===== src/rtl/output_port_pkg.sv =====
// Shared constants for the MCU output-side peripheral.
//   OUT_FIFO_DEPTH : number of buffered OUT words (power of two, >= 2)
//   OUT_WORD_W     : register-file word width
//   lvl_w()        : width of an occupancy counter that can hold 0..depth
package output_port_pkg;

  localparam int OUT_FIFO_DEPTH = 4;
  localparam int OUT_WORD_W     = 16;

  function automatic int lvl_w(input int depth);
    return $clog2(depth) + 1;
  endfunction

endpackage


===== src/rtl/output_port_sync_fifo.sv =====
// sync_fifo: generic single-clock FIFO with a push/pop request interface.
// Requests are gated internally, so callers may assert them freely.
// Ports:
//   clk, rst         : clock, synchronous active-high reset (control state only)
//   push, push_data  : write request and word
//   pop              : read request (ignored when empty)
//   head_data        : memory[read pointer], combinational, no output register
//   empty, full      : occupancy flags derived from level
//   level            : current occupancy 0..DEPTH
module sync_fifo
  import output_port_pkg::*;
#(
  parameter int WIDTH = OUT_WORD_W,
  parameter int DEPTH = OUT_FIFO_DEPTH
) (
  input  logic                     clk,
  input  logic                     rst,
  input  logic                     push,
  input  logic [WIDTH-1:0]         push_data,
  input  logic                     pop,
  output logic [WIDTH-1:0]         head_data,
  output logic                     empty,
  output logic                     full,
  output logic [$clog2(DEPTH):0]   level
);

  localparam int AW = $clog2(DEPTH);
  localparam int LW = lvl_w(DEPTH);

  logic [WIDTH-1:0] mem [DEPTH];
  logic [AW-1:0]    wr_ptr;
  logic [AW-1:0]    rd_ptr;
  logic             pop_ok;
  logic             push_ok;

  assign empty  = (level == '0);
  assign full   = (level == LW'(DEPTH));
  assign pop_ok = pop && !empty;
  // A pop in the same cycle frees the slot, so a full FIFO still takes the push.
  assign push_ok = push && (!full || pop_ok);

  assign head_data = mem[rd_ptr];

  // Storage is deliberately not reset; only pointers and level define validity.
  always_ff @(posedge clk) begin
    if (push_ok && !rst) begin
      mem[wr_ptr] <= push_data;
    end
  end

  always_ff @(posedge clk) begin
    if (rst) begin
      wr_ptr <= '0;
      rd_ptr <= '0;
      level  <= '0;
    end else begin
      if (push_ok) wr_ptr <= wr_ptr + 1'b1;
      if (pop_ok)  rd_ptr <= rd_ptr + 1'b1;
      case ({push_ok, pop_ok})
        2'b10:   level <= level + 1'b1;
        2'b01:   level <= level - 1'b1;
        default: level <= level;
      endcase
    end
  end

endmodule


===== src/rtl/output_port.sv =====
// output_port: captures register-file words on OUT instructions and hands them
// to an external consumer over valid/ready. The core is never back-pressured:
// words arriving while the FIFO is full (and not draining) are dropped and
// recorded in a sticky overflow flag.
// Ports:
//   clk, rst               : clock, synchronous active-high reset
//   wr_valid, wr_data      : OUT capture strobe and word from the control unit
//   port_valid, port_data  : head word presented to the consumer
//   port_ready             : consumer accepts head word when valid & ready
//   full, level            : FIFO occupancy status
//   overflow, overflow_clr : sticky drop flag and its clear
module output_port
  import output_port_pkg::*;
#(
  parameter int WIDTH = OUT_WORD_W,
  parameter int DEPTH = OUT_FIFO_DEPTH
) (
  input  logic                   clk,
  input  logic                   rst,
  input  logic                   wr_valid,
  input  logic [WIDTH-1:0]       wr_data,
  output logic                   port_valid,
  output logic [WIDTH-1:0]       port_data,
  input  logic                   port_ready,
  output logic                   full,
  output logic [$clog2(DEPTH):0] level,
  output logic                   overflow,
  input  logic                   overflow_clr
);

  logic empty;
  logic pop_fire;
  logic drop;

  sync_fifo #(
    .WIDTH (WIDTH),
    .DEPTH (DEPTH)
  ) u_fifo (
    .clk       (clk),
    .rst       (rst),
    .push      (wr_valid),
    .push_data (wr_data),
    .pop       (port_ready),
    .head_data (port_data),
    .empty     (empty),
    .full      (full),
    .level     (level)
  );

  assign port_valid = !empty;
  assign pop_fire   = port_valid && port_ready;
  assign drop       = wr_valid && full && !pop_fire;

  // A drop in the same cycle as a clear wins, so no lost word goes unreported.
  always_ff @(posedge clk) begin
    if (rst) begin
      overflow <= 1'b0;
    end else if (drop) begin
      overflow <= 1'b1;
    end else if (overflow_clr) begin
      overflow <= 1'b0;
    end
  end

endmodule


===== config.mk =====
export PLATFORM = sky130hd
export DESIGN_NAME = output_port
export DESIGN_NICKNAME = d
export VERILOG_FILES = /design/src/rtl/output_port_pkg.sv /design/src/rtl/output_port_sync_fifo.sv /design/src/rtl/output_port.sv
export SDC_FILE = /design/constraint.sdc
export NUM_CORES = 1
export LEC_CHECK = 0
export BUFFER_PORTS_ARGS = -buffer_cell sky130_fd_sc_hd__buf_2
export CAP_MARGIN = 20
export CELL_PAD_IN_SITES_DETAIL_PLACEMENT = 1
export CELL_PAD_IN_SITES_GLOBAL_PLACEMENT = 1
export CORE_UTILIZATION = 32
export CTS_CLUSTER_SIZE = 14
export DETAILED_ROUTE_END_ITERATION = 6
export GPL_TIMING_DRIVEN = 0
export PLACE_DENSITY = 0.65
export SYNTH_ARGS = -nofsm -noshare
export SYNTH_HDL_FRONTEND = slang
export SYNTH_SLANG_ARGS = --single-unit

===== constraint.sdc =====
create_clock -name clk -period 4 [get_ports clk]
set_input_delay 0.2 -clock clk [delete_from_list [all_inputs] [get_ports clk]]
set_output_delay 0.2 -clock clk [all_outputs]
set_load 0.01 [all_outputs]

Yosys cells after proc, flatten, opt, wreduce, memory -nomap -nowiden
Memories as Yosys holds them, arrays and structs flattened. A register that Yosys moved wholly into a read port is not among the register bits.
Index checks and enable logic that the tools add are counted.
- memories: 1
- memory bits (read-only): 0
- output and inout bits: 22
- memory bits (writable): 64
- register bits: 8
- bits of input ports: 21
- bits in latches: 0
- reduce and logical (&&, ||, !) cells: 13
- shifts and indexed selects: 0
- magnitude comparators: 0
- bitwise gates (word level): 0
- mux-type cells: 7
- equality and inequality tests: 3
- $add $sub $neg: 4
- div/mod/pow operators: 0
- $mul: 0
- memories (name ; depth ; bits a word ; read ports ; clocked after memory_dff ; write ports ; RTL line ; RTL):
    u_fifo.mem ; 4 ; 16 ; 1 ; 1 ; 1 ; output_port_sync_fifo.sv:30 ; logic [WIDTH-1:0] mem [DEPTH];
- operator list (operator ; count):
    one-hot mux 3 bit (2 select lines) ; 1
    logical AND 1 bit ; 5
    adder 2 x 1 -> 2 bit (second input constant) ; 2
    logical NOT 1 bit ; 4
    2-to-1 mux 1 bit ; 4
    2-to-1 mux 2 bit ; 2
    nonzero test 2 bit ; 2
    adder 3 x 1 -> 3 bit (second input constant) ; 1
    equality test 3 bit (second input constant) ; 1
    logical NOT 3 bit ; 1
    subtractor 3 x 1 -> 3 bit (second input constant) ; 1
    equality test 2 x 1 -> 1 bit (second input constant) ; 1
    equality test 2 bit (second input constant) ; 1
    logical OR 1 bit ; 1

Logic depth before layout (Yosys ltp)
- depth in word-level cells: 8
- mapped depth: 9

Modules after synthesis
Synthesis repeated with hierarchy kept, for this count alone.
- cell total of the unflattened synthesis: 156
- area total of the unflattened synthesis: 3007.9 um^2
- by module, submodules not included (module ; cells each ; area an instance (um^2) ; instances):
    sync_fifo ; 150 ; 2961.6 ; 1
    output_port ; 6 ; 46.3 ; 1

Worst setup path after synthesis
Ideal clock, no wire load.
- path type: register to register
- from: register u_fifo.level[0]
- to: memory u_fifo.mem[0][0] in the netlist's numbering (enable)
- required time: 3587 ps
- clock period less this slack: 2532 ps
- slack: 1468 ps
- library setup time: 413 ps
- path buffers: 0
- data arrival time: 2120 ps
- stages on the path, launching flop included: 5
- cells stage by stage: dfxtp_1 nor4b_2 nor2b_2 inv_1 nor3b_1
- cells in the longest elaborated chain, start to end: 8
- elaborated cells between the ends (all ways): 10
- classes of those cells: 1 x eq/ne; 2 x mux; 7 x reduce/logical
- ends and longest elaborated chain (element ; RTL line ; RTL):
    start: declaration ; output_port_sync_fifo.sv:24 ; output logic [$clog2(DEPTH):0] level
    start signal: assignment ; output_port_sync_fifo.sv:60 ; 2'b10: level <= level + 1'b1;
    start signal: assignment ; output_port_sync_fifo.sv:61 ; 2'b01: level <= level - 1'b1;
    start signal: assignment ; output_port_sync_fifo.sv:62 ; default: level <= level;
    logical NOT 3 bit ; output_port_sync_fifo.sv:36 ; assign empty = (level == '0);
    logical NOT 1 bit ; output_port_sync_fifo.sv:38 ; assign pop_ok = pop && !empty;
    logical AND 1 bit ; output_port_sync_fifo.sv:38 ;
    logical OR 1 bit * ; output_port_sync_fifo.sv:40 ; assign push_ok = push && (!full || pop_ok);
    logical AND 1 bit * ; output_port_sync_fifo.sv:40 ;
    logical AND 1 bit * ; output_port_sync_fifo.sv:46 ; if (push_ok && !rst) begin
    2-to-1 mux 1 bit * ; output_port_sync_fifo.sv:46 ;
    2-to-1 mux 1 bit (not written as such) * ; output_port_sync_fifo.sv:47 ; mem[wr_ptr] <= push_data;
    end: declaration ; output_port_sync_fifo.sv:30 ;
Every way passes the cells marked *; elsewhere a longest branch is shown, timed or not.

Worst setup path in the final report
- from: register u_fifo.level[2]
- to: register u_fifo.level[2]
- cells in the longest elaborated chain, start to end: 7
- elaborated cells between the ends (all ways): 13
- classes of those cells: 2 x add/sub; 3 x eq/ne; 1 x mux; 7 x reduce/logical
- ends and longest elaborated chain (element ; RTL line ; RTL):
    logical NOT 3 bit ; output_port_sync_fifo.sv:36 ;
    logical NOT 1 bit ; output_port_sync_fifo.sv:38 ;
    logical AND 1 bit ; output_port_sync_fifo.sv:38 ;
    logical OR 1 bit ; output_port_sync_fifo.sv:40 ;
    logical AND 1 bit ; output_port_sync_fifo.sv:40 ;
    equality test 2 x 1 -> 1 bit / equality test 2 bit (equally long branches) ; output_port_sync_fifo.sv:59 ; case ({push_ok, pop_ok})
    one-hot mux 3 bit (2 select lines) / nonzero test 2 bit (equally long branches) ; n/a ;
Several ways; a longest one is shown, not always the timed one.
A chain may end at the register's enable or synchronous reset.

==> results.md <==
* Drt first pass iters at 4
* Critical Path RT at 4280 ps
* Count of input and output buffers at 42
* Max-cap violation count at 0
* Cell repeated most along the worst path: inv_1
* Floorplan row count at 34
* First-pass GRT wire length at 7780 um
* IO Pins at 43
* Top cells by area, synth: edfxtp_1, mux4_2, dfxtp_1
* Max Fclk at 406 MHz
* Critical Path AT at 2740 ps
* Final period utilization at 61.5%
* Unique masters post-synth at 27
* Worst-path cell chain: nor4b_2 > nor2b_2 > inv_1 > ha_1 > inv_1 > fa_1 > xor2_1 > or3_1 > a21oi_1
* Initial Util at 32.8%
* Cell Area, Synth at 2850 sq um
* Fin util at 40.2%
* Internal cell power at 1.46 mW
* Post CTS Setup Buffer Count at 0
* Slowest-stage cell, CP: dfxtp_1
* Final Hold Fails at 0
* # clock sinks at 74
* Die ar. at 9280 sq um
* Worst hold margin at 68.5 ps
* Crit path kind: reg2reg
* Post-DP HPWL at 3750 um
* Setup_tns at 0 ps
* CTS buffer count at 9
* Total Power at 1.97 mW
* Gate power share at 22.1%
* Reg clk slew, reported paths at 70 ps
* Routed len/inst at 16.6 um
* Final WL at 5170 um
* Core Area at 8680 sq um
* Synthesis-stage register bit count at 74
* CTS tree: done
* Nets at 226
* RePlAce Congestion at 0.732
* Post-CTS sizing at 0
* Sw Ratio at 25.7%
* Largest net degree at the start of global routing at 13
* Vias in the first global route at 1472
* Leakage at 1.22 nW
* Synthesis warning total at 0
* Final setup margin at 1540 ps
* Number of setup violations in the final report at 0
* H-tree levels at 3
* GR Overflow Total at 0
* P per Cell Area at 563 nW/um^2
* Die width at 96.4 um
* Layout area overhead at 22.6%
* Setup WS pre-CTS at 1540 ps
* Net Sw Power at 506 uW
* CTS Buffer Depth at 2
* Outcome: complete, no violations
* Seq pwr share at 47.1%
* Hold WC Path Type: in2reg
* Yosys top cell by area: edfxtp_1
* Antenna Violating Nets Remaining at 0
* Clock Latency Late Sink at 340 ps
* Total GRT Usage at 12.4%
* Final clock skew at 7.33 ps
* Seq/Total Area, Yosys at 74.5%
* Peak supply drop at 0.000221 V
* Avg Inst Size Synth at 20.3 sq um
* Hold_buf cts at 0
* Crit path capture type: flop
* Fin. max-slew vios at 0
* RSZ-0062 raised after global routing: false
* Ant. Diodes at 0
* Slew of the pin with the lowest slew margin at 718 ps
* Syn nets at 167
* Worst Setup Start Kind: flop
* CP max FO at 8
* Initial antenna violation count at 0
* Vias after detailed routing at 1438
* Min cycle time layout at 2460 ps
* DRC at 0
* Drt via density at 4.61
* Cells after Synth at 140
* Max-slew headroom at 51.9%
* Layout cells sized above 1 at 44.1%
* Clock power share at 30.7%
* Top cell type's share of synthesized area at 67.5%
* Max incr delay on CP at 460 ps
* Root buffer cell: clkbuf_8
* Initial drt markers at 14
* Die height at 96.4 um
==> critical path: cells and delay by family, from the launching register on <==
kind / cells / cell delay (ps)
fa+ha+maj: 2 / 610
simple gates: 3 / 760
compound gates: 1 / 140
flops: 1 / 460
xor+xnor: 1 / 160
buf+inv: 2 / 270
==> state kept, by name (all words and copies together) (netlist names), named ones only <==
name           flops
u_fifo.rd_ptr      2
u_fifo.mem        64
u_fifo.wr_ptr      2
overflow           1
u_fifo.level       3
==> layout make-up <==
type                       instances  area [sq um]
fill                             884          5190
multi-input combinational         55           688
tap                              108           135
sequential                        74          2120
clock inverter                     5          78.8
clock buffer                      11           131
timing repair buffer              48           278
buffer                             5          36.3
inverter                           6          22.5
==> power by group through the flow <==
stage | combinational [mW] | clock, mW | sequential [mW]
finish | 0.435 | 0.604 | 0.927
global route | 0.484 | 0.654 | 0.935
CTS | 0.447 | 0.628 | 0.928
detailed placement | 0.446 | 0 | 0.944
global placement | 0.425 | 0 | 0.943
floorplan | 0.292 | 0 | 0.941
==> routing by layer <==
metal | vias to the layer above | GRT usage, % | share of wire, %
met4 | 0 | 5.88 | 1.7
met2 | 41 | 20.7 | 50
met5 | - | 0 | 0
met1 | 714 | 14.1 | 43
met3 | 9 | 4.66 | 5.3
li1 | 674 | - | -
==> synthesized netlist by cell type <==
cell type,number
dfxtp_1,10
nor4b_2,1
nand2b_1,2
buf_6,2
nor2b_1,1
nor2_1,9
nor3b_1,4
a21oi_1,3
clkbuf_2,1
nor2b_2,1
edfxtp_1,64
mux4_2,16
and3_1,1
ha_1,5
o31a_2,1
or3_2,1
xor2_1,3
or3_1,1
xnor2_1,1
buf_2,1
fa_1,1
mux2_4,1
o311ai_0,1
inv_1,6
mux2i_1,1
clkbuf_1,1
o21ai_0,1
==> placed cells by master, fill, tap and decap left out, drive strengths merged, types with 2 or more instances in the layout <==
cell type  instances
a21oi              3
buf               51
bufinv             2
clkbuf            13
clkinvlp           2
dfxtp             10
edfxtp            64
ha                 5
inv                6
mux4              16
nand2b             2
nor2               9
nor2b              2
nor3b              4
or3                2
xor2               3
==> final timing paths <==
path / start / to / slack (ps) / cells after the start
worst max-delay path: u_fifo.level[2]$_SDFFE_PP0P_ / u_fifo.level[2]$_SDFFE_PP0P_ / 1540 / 9
worst min-delay path: wr_data[4] / u_fifo.mem[2][4]$_DFFE_PP_ / 70 / 1
worst max register to register: u_fifo.level[2]$_SDFFE_PP0P_ / u_fifo.level[2]$_SDFFE_PP0P_ / 1540 / 9
worst min register to register: u_fifo.wr_ptr[1]$_SDFFE_PP0P_ / u_fifo.wr_ptr[1]$_SDFFE_PP0P_ / 540 / 2
==> logic make-up (layout without fill, tap and decap cells) <==
logic type,Yosys count,count (layout),share of synthesized area [%]
AO/OA/AOI/OAI,6,6,1.36
XOR/XNOR,4,4,1.23
adder cells (fa/ha/maj),6,6,2.90
buffers and inverters,11,75,2.06
flip-flops,74,74,74.5
multiplexers,18,18,13.5
AND/OR/NAND/NOR,21,21,4.44
==> per-stage QoR <==
step                      instances  cell area, sq um
after floorplan                 140              2850
after global placement          290              3190
after detailed placement        296              3280
after CTS                       312              3490
after global routing            312              3490
final                           312              3490
Note: power is estimated with default switching activity, not from simulation.
